### src/rtl/ula_sequencer_8_bits.sv
// Command sequencer driving an external 8-bit ALU: repeats one operation
// CMD_CNT+1 times on the accumulator, then presents the result with flags.
module ula_sequencer_8_bits #(
    parameter int SETTLE = 1
) (
    input  logic       CLK,
    input  logic       RST,
    input  logic       CMD_VALID,
    output logic       CMD_READY,
    input  logic [2:0] CMD_OP,
    input  logic [7:0] CMD_B,
    input  logic       CMD_CIN,
    input  logic [2:0] CMD_CNT,
    output logic [7:0] ALU_A,
    output logic [7:0] ALU_B,
    output logic [2:0] ALU_X,
    output logic       ALU_CIN,
    input  logic [7:0] ALU_S,
    input  logic       ALU_COUT,
    output logic       RES_VALID,
    input  logic       RES_READY,
    output logic [7:0] RES_ACC,
    output logic       RES_C,
    output logic       RES_Z,
    output logic       RES_N,
    output logic       BUSY
);

    typedef enum logic [1:0] {
        IDLE  = 2'd0,
        ISSUE = 2'd1,
        RESP  = 2'd2
    } state_t;

    localparam logic [2:0] OP_LOAD  = 3'b101;
    localparam logic [2:0] OP_CLEAR = 3'b110;
    localparam logic [2:0] OP_NOP   = 3'b111;
    localparam logic [1:0] SETTLE_LAST = 2'(SETTLE - 1);

    state_t     state_q, state_d;
    logic [7:0] acc_q, acc_d;
    logic       c_q, c_d;
    logic [2:0] iter_q, iter_d;
    logic [1:0] settle_q, settle_d;
    logic [2:0] op_q, op_d;
    logic [7:0] b_q, b_d;
    logic       cin_q, cin_d;

    always_ff @(posedge CLK or posedge RST) begin
        if (RST) begin
            state_q  <= IDLE;
            acc_q    <= 8'h00;
            c_q      <= 1'b0;
            iter_q   <= 3'd0;
            settle_q <= 2'd0;
            op_q     <= 3'd0;
            b_q      <= 8'h00;
            cin_q    <= 1'b0;
        end else begin
            state_q  <= state_d;
            acc_q    <= acc_d;
            c_q      <= c_d;
            iter_q   <= iter_d;
            settle_q <= settle_d;
            op_q     <= op_d;
            b_q      <= b_d;
            cin_q    <= cin_d;
        end
    end

    always_comb begin
        state_d  = state_q;
        acc_d    = acc_q;
        c_d      = c_q;
        iter_d   = iter_q;
        settle_d = settle_q;
        op_d     = op_q;
        b_d      = b_q;
        cin_d    = cin_q;
        case (state_q)
            IDLE: begin
                if (CMD_VALID) begin
                    iter_d   = CMD_CNT;
                    settle_d = 2'd0;
                    case (CMD_OP)
                        OP_LOAD: begin
                            acc_d   = CMD_B;
                            c_d     = 1'b0;
                            state_d = RESP;
                        end
                        OP_CLEAR: begin
                            acc_d   = 8'h00;
                            c_d     = 1'b0;
                            state_d = RESP;
                        end
                        OP_NOP: begin
                            state_d = RESP;
                        end
                        default: begin
                            // ALU operands only change for ops the ALU executes,
                            // so ALU_X keeps its last value across load/clear/nop.
                            op_d    = CMD_OP;
                            b_d     = CMD_B;
                            cin_d   = CMD_CIN;
                            state_d = ISSUE;
                        end
                    endcase
                end
            end
            ISSUE: begin
                if (settle_q == SETTLE_LAST) begin
                    acc_d    = ALU_S;
                    c_d      = ALU_COUT;
                    settle_d = 2'd0;
                    if (iter_q != 3'd0) begin
                        iter_d = iter_q - 3'd1;
                    end else begin
                        state_d = RESP;
                    end
                end else begin
                    settle_d = settle_q + 2'd1;
                end
            end
            RESP: begin
                if (RES_READY) begin
                    state_d = IDLE;
                end
            end
            default: begin
                state_d = IDLE;
            end
        endcase
    end

    // Every ALU input comes straight from a register, so it is stable for the
    // whole settle window and ALU_A follows the accumulator in every state.
    assign ALU_A   = acc_q;
    assign ALU_B   = b_q;
    assign ALU_X   = op_q;
    assign ALU_CIN = cin_q;

    assign CMD_READY = (state_q == IDLE) && !RST;
    assign RES_VALID = (state_q == RESP);
    assign BUSY      = (state_q != IDLE);
    assign RES_ACC   = acc_q;
    assign RES_C     = c_q;
    assign RES_Z     = (acc_q == 8'h00);
    assign RES_N     = acc_q[7];

endmodule

### config.mk
export PLATFORM = sky130hd
export DESIGN_NAME = ula_sequencer_8_bits
export DESIGN_NICKNAME = d
export VERILOG_FILES = /design/src/rtl/ula_sequencer_8_bits.sv
export SDC_FILE = /design/constraint.sdc
export NUM_CORES = 1
export LEC_CHECK = 0
export CAP_MARGIN = 20
export CORE_MARGIN = 2
export CORE_UTILIZATION = 43
export CTS_BUF_LIST = sky130_fd_sc_hd__clkbuf_2 sky130_fd_sc_hd__clkbuf_4 sky130_fd_sc_hd__clkbuf_8
export DETAILED_ROUTE_END_ITERATION = 10
export GPL_ROUTABILITY_DRIVEN = 0
export GPL_TIMING_DRIVEN = 0
export PLACE_DENSITY = 0.88
export SYNTH_ARGS = -nofsm -noshare
export SYNTH_HDL_FRONTEND = slang
export SYNTH_SLANG_ARGS = --single-unit
export TNS_END_PERCENT = 10
### constraint.sdc
create_clock -name CLK -period 2.35 [get_ports CLK]
set_clock_uncertainty 0.2 [all_clocks]
set_input_delay 0.47 -clock CLK [delete_from_list [all_inputs] [get_ports CLK]]
set_output_delay 0.47 -clock CLK [all_outputs]
set_load 0.02 [all_outputs]
==> out/qor.csv, run 1 <==
stage,metric,value,unit
global_route,largest net degree at the start of global routing,29,
setup_path,crit path max fanout,8,
final_layout,# nets final,223,
sta,Worst Max-Slew Pin Slew,841,ps
pwr,switching power,0.00121,W
setup_path,CP Data Arrival Time,1640,ps
synth,Syn Inst Count,124,
global_route,GRT Total Usage,19.7,%
sta,Max Slew Vio Count,0,
placed_design,pre-CTS WS,-325,ps
placed_design,total placed cells including tap cells,229,
pwr,Sw Share,39.9,%
setup_path,cell family with most CP delay,buffers and inverters,
route,Detailed Route Iter0 Violations,80,
final_layout,Fill cells,225,
sta,worst setup margin,42.7,ps
setup_path,worst-path cell with the longest stage delay,clkdlybuf4s50_1,
final_layout,n_diodes,0,
global_route,global route overflow,0,
setup_path,Worst Setup Start Kind,flop,
synth,Netlist cell types,28,
setup_path,Max stage delay on crit path,550,ps
sta,final setup vio count,0,
final_layout,layout cells sized above 1,21.1,%
clocking,maximum root-to-sink buffer count,2,
synth,Mapped Area,0.00144,sq mm
floorplan,initial core utilization,46.0,%
global_route,initial antenna violation count,0,
synth,Post-Syn Nets,156,
route,via/cell ratio,5.06,
sta,Max Freq,0.433,GHz
sta,final worst-path cycle share,98.2,%
clocking,CTS tree,built,
clocking,TritonCTS Buffers,3,
global_route,first-pass GRT wire length,5500,microns
clocking,Clock transition at path regs,130,ps
pwr,Sequential Power Share,29.1,%
placed_design,Buffers on Ports,61,
pwr,Internal,0.00182,W
pwr,combinational power share,63.3,%
sta,RSZ-0062 raised after global routing,true,
floorplan,core box area,0.00313,sq mm
route,Vias,1183,
pwr,Leak Pwr,0.974,nW
floorplan,row count,20,
pwr,Final Power,0.00302,W
placed_design,DPL Wire Length,2670,microns
pwr,VDD IR max,0.000539,V
clocking,Worst-Skew Late Latency,320,ps
synth,Synth Area per Inst,11.6,sq um
pwr,Power Density,1400,mW/mm^2
synth,Synth Register Bits,28,
clocking,htree depth,1,
floorplan,Die Wd,61.8,microns
clocking,clk sinks,28,
pwr,share of power burned in the clock network,7.6,%
sta,Final Hold Viols,0,
synth,"Seq/Total Area, Yosys",48.7,%
synth,Yosys warning total,0,
route,final wirelength,3450,microns
clocking,Root Driver,clkbuf_4,
floorplan,DIE AREA,0.00382,sq mm
setup_path,WP data required,1680,ps
sta,Period minus WS final,2310,ps
placed_design,DP Area,0.00210,sq mm
route,DR WL/cell,14.8,microns
setup_path,critical path class,reg -> out,
route,drt drc,0,
setup_path,flop2flop setup slack,290,ps
final_layout,Synth-to-Final Area Change,49.9,%
sta,Slew HR,43.7,%
job,MaxCap Viol Count,0,
status,status,finished clean,
route,first drt pass iteration count,4,
global_route,vias in the first global route,1210,
hold_path,worst min-delay path category,in -> async,
final_layout,non-filler instance count after layout,234,
floorplan,Top Ports,62,
floorplan,Die Ht,61.8,microns
route,Final ANT Viol Nets,0,
setup_path,worst path cell trace,or2_1 -> clkdlybuf4s50_1,
setup_path,Buf/Inv on CP,1,
final_layout,design area,0.00215,sq mm
setup_path,crit end category,output pin,
-- through the flow --
stage	util, %	hold slack (ps)	setup TNS (ps)
floorplan	-	266	0
global placement	67.2	282	-2880
detailed placement	67.2	295	-3570
CTS	68.4	331	0
global route	68.9	352	-12.2
finish	68.9	319	0
-- cell usage after synthesis (all sizes together) --
library cell / instances / area (sq um)
or2: 1 / 6.26
nand2: 6 / 22.5
mux2: 19 / 240
o21a: 1 / 7.51
buf: 12 / 88.8
o21ai: 2 / 10.0
a22o: 10 / 87.6
nor3: 1 / 10.0
or3b: 1 / 8.76
mux2i: 1 / 10.0
nor2b: 3 / 21.3
clkbuf: 1 / 3.75
nand3b: 1 / 7.51
nor2: 9 / 33.8
inv: 8 / 30.0
o21bai: 1 / 7.51
ha: 4 / 50.1
dfrtp: 28 / 701
a22oi: 1 / 7.51
a21oi: 7 / 35.0
nand2b: 3 / 18.8
a32oi: 1 / 8.76
a31oi: 1 / 6.26
or4: 2 / 15.0
-- layout by cell type (no fill, tap or decap), types with 2 or more instances in the layout --
| cell type | instances |
|---|---|
| clkdlybuf4s50_1 | 58 |
| mux2_2 | 12 |
| buf_2 | 3 |
| nor2b_1 | 2 |
| nand2_1 | 6 |
| a22o_1 | 10 |
| buf_4 | 9 |
| mux2_4 | 7 |
| nand2b_1 | 3 |
| dfrtp_1 | 27 |
| nor2_1 | 9 |
| clkbuf_4 | 3 |
| or4_1 | 2 |
| a21oi_1 | 7 |
| inv_1 | 8 |
| o21ai_0 | 2 |
| dlygate4sd2_1 | 2 |
| ha_1 | 4 |
-- path summary, 6_finish.rpt --
path / from / cells after the start / to
min in group CLK: ALU_B[7] / 1 / ALU_B[7]
worst max-delay path: state_q[1] / 2 / BUSY
worst min-delay path: RST / 2 / state_q[0]
worst min register to register: ALU_B[7] / 1 / ALU_B[7]
worst max register to register: state_q[1] / 5 / ALU_B[1]
max in group asynchronous: RST / 3 / ALU_X[2]
-- power by group through the flow --
stage / combinational [W] / clock, W / sequential (W)
after floorplan: 0.000930 / 0 / 0.00107
after global placement: 0.00186 / 0 / 0.000863
after detailed placement: 0.00191 / 0 / 0.000885
after CTS: 0.00191 / 0.000234 / 0.000872
after global routing: 0.00206 / 0.000254 / 0.000913
final: 0.00191 / 0.000229 / 0.000879
-- cell families (layout without fill, tap and decap cells) --
kind of cell	count (synthesis)	after routing	synth area share, %
AOI/OAI and AO/OA	24	24	11.8
buffers and inverters	21	87	8.53
DFF	28	28	48.7
muxes	20	20	17.4
and+or+nand+nor	27	27	10.0
adders and majority gates	4	4	3.48
-- layer usage --
metal,track usage [%],up-vias,share of wire (%)
li1,-,555,-
met1,24.3,570,43
met2,34.7,50,47
met3,2.28,8,6.7
met4,8.51,0,3.0
met5,0,-,0
-- flip-flops by register name (all words and copies together), names as in the netlist --
register	count
state_q	2
settle_q	2
ALU_CIN	1
RES_C	1
ALU_X	3
ALU_A	8
iter_q	3
ALU_B	8
-- layout make-up --
type / instances / area [sq um] / share of cell area, %
tap: 44 / 55.1 / 2.56
inverter: 8 / 30.0 / 1.39
timing repair buffer: 62 / 618 / 28.7
sequential: 28 / 702 / 32.6
buffer: 13 / 92.6 / 4.30
clock buffer: 4 / 36.3 / 1.68
multi-input combinational: 75 / 621 / 28.8
-- what timing repair did --
action / CTS / global route
hold buffers: 0 / 0
resized for setup: 5 / 3
gates cloned: 0 / 0
buffers inserted: 0 / 0
pin swaps: 0 / 0
setup endpoints to repair: 3 / 10
Note: power is estimated with default switching activity, not from simulation.
==> run 2, diff against run 1 <==
--- a/config.mk
+++ b/config.mk
@@ -5,6 +5,7 @@
 export SDC_FILE = /design/constraint.sdc
 export NUM_CORES = 1
 export LEC_CHECK = 0
+export ABC_AREA = 0
 export CAP_MARGIN = 20
 export CORE_MARGIN = 2
 export CORE_UTILIZATION = 43
==> results of run 2 <==
Final layout, timing and power as in run 1 (identical DEF).
